--- src/rtl/fft_bf_sequencer.sv ---
// fft_bf_sequencer: control sequencer for a 32-point radix-2 DIT FFT butterfly/MAC stage.
// Walks 5 stages x 16 butterflies, issues operand read addresses and twiddle index,
// produces the 4-phase MAC sequence (count, count_reg, flag) and a delayed write strobe.
// Optional build macro: FFT_STALL_EN adds a 'hold' input that freezes the whole sequencer.
module fft_bf_sequencer #(
  parameter int WB_LAT = 2,
  parameter int N_LOG2 = 5
) (
  input  logic       clk_MAC,
  input  logic       rst,
`ifdef FFT_STALL_EN
  input  logic       hold,
`endif
  input  logic       start,
  output logic       busy,
  output logic       done,
  output logic [2:0] stage,
  output logic [4:0] addr_a,
  output logic [4:0] addr_b,
  output logic [3:0] tw_idx,
  output logic [2:0] count,
  output logic [2:0] count_reg,
  output logic       flag,
  output logic       wr_en,
  output logic [4:0] wr_addr_a,
  output logic [4:0] wr_addr_b
);

  localparam logic [2:0] LAST_STAGE = 3'(N_LOG2 - 1);
  localparam logic [3:0] LAST_BFLY  = 4'((1 << (N_LOG2 - 1)) - 1);
  localparam logic [2:0] DRAIN_LAST = 3'(WB_LAT);

  typedef enum logic [1:0] {
    ST_IDLE  = 2'd0,
    ST_RUN   = 2'd1,
    ST_DRAIN = 2'd2,
    ST_DONE  = 2'd3
  } state_t;

  state_t     state_r;
  logic [2:0] stage_r;
  logic [3:0] bfly_r;
  logic [1:0] count_r;
  logic [1:0] count_reg_r;
  logic [2:0] drain_cnt_r;
  logic       flag_r;
  logic       busy_r;
  logic       done_r;
  logic [4:0] flag_addr_a_r;
  logic [4:0] flag_addr_b_r;

  logic [WB_LAT-1:0] pipe_en_r;
  logic [4:0]        pipe_a_r [WB_LAT];
  logic [4:0]        pipe_b_r [WB_LAT];

  logic       freeze_s;
  logic [4:0] span_s;
  logic [4:0] pos_s;
  logic [4:0] grp_s;
  logic [4:0] addr_a_s;
  logic [4:0] addr_b_s;
  logic [3:0] tw_s;

`ifdef FFT_STALL_EN
  assign freeze_s = hold;
`else
  assign freeze_s = 1'b0;
`endif

  // Butterfly address and twiddle arithmetic from the registered stage/bfly;
  // forced to zero outside RUN/DRAIN so the idle block presents all-zero outputs.
  always_comb begin
    span_s   = 5'd1 << stage_r;
    pos_s    = {1'b0, bfly_r} & (span_s - 5'd1);
    grp_s    = {1'b0, bfly_r} >> stage_r;
    addr_a_s = 5'd0;
    addr_b_s = 5'd0;
    tw_s     = 4'd0;
    if (busy_r) begin
      addr_a_s = (grp_s << (stage_r + 3'd1)) + pos_s;
      addr_b_s = addr_a_s + span_s;
      tw_s     = pos_s[3:0] << (LAST_STAGE - stage_r);
    end else begin
      addr_a_s = 5'd0;
      addr_b_s = 5'd0;
      tw_s     = 4'd0;
    end
  end

  // Main sequencer FSM: stage/butterfly/phase counters, drain timer and status flags.
  always_ff @(posedge clk_MAC or negedge rst) begin
    if (!rst) begin
      state_r       <= ST_IDLE;
      stage_r       <= 3'd0;
      bfly_r        <= 4'd0;
      count_r       <= 2'd0;
      count_reg_r   <= 2'd0;
      drain_cnt_r   <= 3'd0;
      flag_r        <= 1'b0;
      busy_r        <= 1'b0;
      done_r        <= 1'b0;
      flag_addr_a_r <= 5'd0;
      flag_addr_b_r <= 5'd0;
    end else if (!freeze_s) begin
      count_reg_r   <= count_r;
      flag_r        <= (state_r == ST_RUN) && (count_r == 2'd3);
      flag_addr_a_r <= addr_a_s;
      flag_addr_b_r <= addr_b_s;
      case (state_r)
        ST_IDLE: begin
          done_r <= 1'b0;
          if (start) begin
            state_r <= ST_RUN;
            stage_r <= 3'd0;
            bfly_r  <= 4'd0;
            count_r <= 2'd0;
            busy_r  <= 1'b1;
          end
        end
        ST_RUN: begin
          count_r <= count_r + 2'd1;
          if (count_r == 2'd3) begin
            bfly_r <= bfly_r + 4'd1;
            if (bfly_r == LAST_BFLY) begin
              state_r     <= ST_DRAIN;
              drain_cnt_r <= 3'd0;
            end
          end
        end
        ST_DRAIN: begin
          // Drain covers the write-back latency so the next stage never reads stale data.
          count_r <= 2'd0;
          if (drain_cnt_r == DRAIN_LAST) begin
            drain_cnt_r <= 3'd0;
            bfly_r      <= 4'd0;
            if (stage_r < LAST_STAGE) begin
              stage_r <= stage_r + 3'd1;
              state_r <= ST_RUN;
            end else begin
              state_r <= ST_DONE;
              busy_r  <= 1'b0;
              done_r  <= 1'b1;
            end
          end else begin
            drain_cnt_r <= drain_cnt_r + 3'd1;
          end
        end
        ST_DONE: begin
          done_r  <= 1'b0;
          stage_r <= 3'd0;
          state_r <= ST_IDLE;
        end
        default: begin
          state_r <= ST_IDLE;
          stage_r <= 3'd0;
          bfly_r  <= 4'd0;
          count_r <= 2'd0;
          busy_r  <= 1'b0;
          done_r  <= 1'b0;
        end
      endcase
    end
  end

  // Write-back delay line: carries flag and its butterfly's addresses WB_LAT cycles.
  always_ff @(posedge clk_MAC or negedge rst) begin
    if (!rst) begin
      pipe_en_r <= '0;
      for (int i = 0; i < WB_LAT; i++) begin
        pipe_a_r[i] <= 5'd0;
        pipe_b_r[i] <= 5'd0;
      end
    end else if (!freeze_s) begin
      pipe_en_r[0] <= flag_r;
      pipe_a_r[0]  <= flag_addr_a_r;
      pipe_b_r[0]  <= flag_addr_b_r;
      for (int i = 1; i < WB_LAT; i++) begin
        pipe_en_r[i] <= pipe_en_r[i-1];
        pipe_a_r[i]  <= pipe_a_r[i-1];
        pipe_b_r[i]  <= pipe_b_r[i-1];
      end
    end
  end

  // Output mapping; strobes are masked while frozen so a pending write resumes on release.
  always_comb begin
    busy      = busy_r;
    stage     = stage_r;
    addr_a    = addr_a_s;
    addr_b    = addr_b_s;
    tw_idx    = tw_s;
    count     = {1'b0, count_r};
    count_reg = {1'b0, count_reg_r};
    flag      = flag_r;
    wr_addr_a = pipe_a_r[WB_LAT-1];
    wr_addr_b = pipe_b_r[WB_LAT-1];
    if (freeze_s) begin
      done  = 1'b0;
      wr_en = 1'b0;
    end else begin
      done  = done_r;
      wr_en = pipe_en_r[WB_LAT-1];
    end
  end

endmodule

--- config.mk ---
export PLATFORM = sky130hd
export DESIGN_NAME = fft_bf_sequencer
export DESIGN_NICKNAME = d
export VERILOG_FILES = /design/src/rtl/fft_bf_sequencer.sv
export SDC_FILE = /design/constraint.sdc
export NUM_CORES = 1
export LEC_CHECK = 0
export ABC_AREA = 1
export ABC_CLOCK_PERIOD_IN_PS = 11400
export BUFFER_PORTS_ARGS = -buffer_cell sky130_fd_sc_hd__buf_2
export CAP_MARGIN = 20
export CORE_ASPECT_RATIO = 2
export CORE_UTILIZATION = 61
export CTS_CLUSTER_DIAMETER = 100
export DETAILED_ROUTE_END_ITERATION = 10
export PLACE_DENSITY = 0.85
export SETUP_SLACK_MARGIN = 0.4
export SLEW_MARGIN = 0
export SYNTH_ARGS = -nofsm -noshare
export SYNTH_HDL_FRONTEND = slang
export SYNTH_SLANG_ARGS = --single-unit
--- constraint.sdc ---
create_clock -name clk_MAC -period 11.4 [get_ports clk_MAC]
set_clock_uncertainty 0.1 [all_clocks]
set_input_delay 1.14 -clock clk_MAC [delete_from_list [all_inputs] [get_ports clk_MAC]]
set_output_delay 1.14 -clock clk_MAC [all_outputs]
set_load 0.005 [all_outputs]
==> metrics.yaml <==
synthArstFlopShare: 1.00
slew_violations: 0
clockBufferDepth: 2
seq_area_frac_synth: 0.480
max_freq_ghz: 0.172
synth-edff-count: 0
final.setup.tns_ns: 0
grt_max_degree: 52
yosys_most_used_dff: "dfrtp_1"
place_congestion: 0.858
grt_overflow_total: 0
vias: 2023
startpoint_type: "flip-flop"
cts_num_sinks: 51
cts_tree: "yes"
antenna_left: 0
ctsRootBufferMaster: "clkbuf_8"
yosys.cell_count.top_type: "dfrtp_1"
netlist_instances: 292
netlist_area_sq_mm: 0.00266
wl_mm: 5.59
worst_ep_arrival_time_ns: 4.58
peakVddDrop_mv: 0.199
htree_levels: 2
crit_slowest_cell: "dfrtp_1"
fin_util: 0.705
synthTopCellsByCount: "51 x dfrtp_1, 40 x nand2_1, 38 x inv_1"
avgSynthCellArea_sq_um: 9.11
finalSetupViolations: 0
required_ns: 10.16
post-route-period-util: 0.510
fp.dieArea_sq_mm: 0.00465
yosysTopAreaCell: "dfrtp_1"
criticalPathCategory: "flip-flop to output port"
yosysWarnings: 0
num_rows: 33
io_buffer_count: 37
drive_above_1_share: 0.223
slowest_delay_ns: 0.66
n_antenna_cell: 0
fin_ws_ns: 5.58
pre_cts_ws_ns: 5.96
grt_pass1_vias: 2040
design.core.area_sq_mm: 0.00413
path_cells: "inv_1 > ha_1 > ha_1 > inv_1 > ha_1 > o21ai_1 > a21oi_1 > ha_1 > inv_1 > o21bai_1 > xor2_1 > inv_1 > ha_1 > inv_1 > o31ai_1 > xor2_1 > nand3_2 > a21oi_2 > buf_2"
grt_antenna_before_repair: 0
grt_pass1_wl_mm: 9.12
grt_setup_unrepaired: "no"
clk_latency_ns: 0.31
hold_viol_final: 0
die_h_um: 95.4
die_w_um: 48.7
cts_buffers: 5
max_cap_viol_count: 0
synthDistinctLibCells: 31
ys_seq_elements: 51
drc: 0
start_util: 0.645
power_leakage_uw: 0.00162
hpwl_mm: 4.32
ys_top_cells_by_area: "dfrtp_1 48%, ha_1 10%, nand2_1 5.6%"
min_path_type: "flip-flop to flip-flop"
drt_first_iter_violations: 50
syn_to_final_growth_pct: 9.40
ctsHoldBuffers: 0
dr.pass1.iters: 5
final_nets: 349
postCtsSetupBuffers: 0
status: "completed"
endpoint_kind: "output port"
post_drt_wl_per_cell_um: 14.9
worst-path-max-fanout: 16
via_per_inst: 5.39
ctsResizeCount: 0
grt_usage: 0.268
cts.clk_slew.worst_paths_ns: 0.10
ios: 40
synth_top_area_frac: 0.480
period_minus_slack_ns: 5.82
power.density_mw_per_mm2: 276
==> cells in the final DEF (no fill, tap or decap), drive strengths merged <==
cell,n
conb,2
nand3,18
buf,38
a31oi,2
xor2,3
a22oi,1
dfrtp,51
o22a,1
clkinvlp,2
o31ai,1
nand4,3
ha,22
o21ai,19
clkbuf,5
a21oi,20
o21bai,1
fa,2
inv,45
o22ai,2
nand3b,1
nand2,48
nor3,4
nor2,31
o21a,1
==> final cells by class <==
type,count,area (sq um)
Sequential cell,51,1280
Timing Repair Buffer,38,205
Fill cell,337,1220
Clock inverter,3,23.8
Inverter,44,165
Multi-Input combinational cell,182,1110
Tap cell,52,65.1
Clock buffer,5,68.8
==> worst max-delay path, delay by kind of cell (launching register included) <==
| kind | cells | cell delay [ns] |
|---|---|---|
| compound gates | 5 | 0.92 |
| xor+xnor | 2 | 0.43 |
| fa+ha+maj | 5 | 1.34 |
| buf+inv | 6 | 0.82 |
| flops | 1 | 0.66 |
| simple gates | 1 | 0.10 |
==> per-layer routing <==
metal | up-vias | GRT usage | wire (um)
met5 | - | 0 | 0
met2 | 66 | 0.513 | 3170
li1 | 976 | - | -
met4 | 0 | 0.179 | 256
met3 | 22 | 0.0351 | 181
met1 | 959 | 0.261 | 1980
==> metrics by stage <==
stage	hold slack, ns	instances	instance area, sq um	total power (uW)
2_1_floorplan	0.231	293	2670	565
3_3_place_gp	0.232	366	2800	667
3_5_place_dp	0.236	366	2800	694
4_1_cts	0.258	374	2890	800
5_1_grt	0.271	375	2910	872
6_report	0.255	375	2910	804
==> cell families after synthesis <==
kind of cell,count (synthesis),share of synthesized area
buffers and inverters,60,0.106
AOI/OAI and AO/OA,48,0.102
other,1,0.00141
and+or+nand+nor,105,0.183
DFF,51,0.480
adders and majority gates,24,0.118
xor gates and xnor gates,3,0.00987
==> power breakdown <==
part           internal (uW)  switching [uW]
sequential               240            36.0
combinational            154             268
clock                   44.0            62.7
==> state kept, by name, indices dropped and copies added (netlist names), 4 cells and up <==
| signal | count |
|---|---|
| flag_addr_a_r | 5 |
| flag_addr_b_r | 5 |
| pipe_a_r | 5 |
| pipe_b_r | 5 |
| wr_addr_a | 5 |
| wr_addr_b | 5 |
| bfly_r | 4 |
==> final timing paths <==
| path | start | end | slack [ns] | depth (start not counted) |
|---|---|---|---|---|
| setup / recovery | stage[0]$_DFFE_PN0P_ | addr_b[4] | 5.58 | 19 |
| hold / removal | pipe_a_r[9]$_DFF_PN0_ | wr_addr_a[4]$_DFF_PN0_ | 0.26 | 0 |
| setup reg to reg | stage[0]$_DFFE_PN0P_ | flag_addr_b_r[4]$_DFF_PN0_ | 7.09 | 18 |
| hold reg to reg | pipe_a_r[9]$_DFF_PN0_ | wr_addr_a[4]$_DFF_PN0_ | 0.26 | 0 |
| max in group asynchronous | rst | wr_addr_b[3]$_DFF_PN0_ | 10.18 | 2 |
| min in group asynchronous | rst | state_r[0]$_DFFE_PN0P_ | 0.55 | 1 |
(Power assumes the default switching activity.)
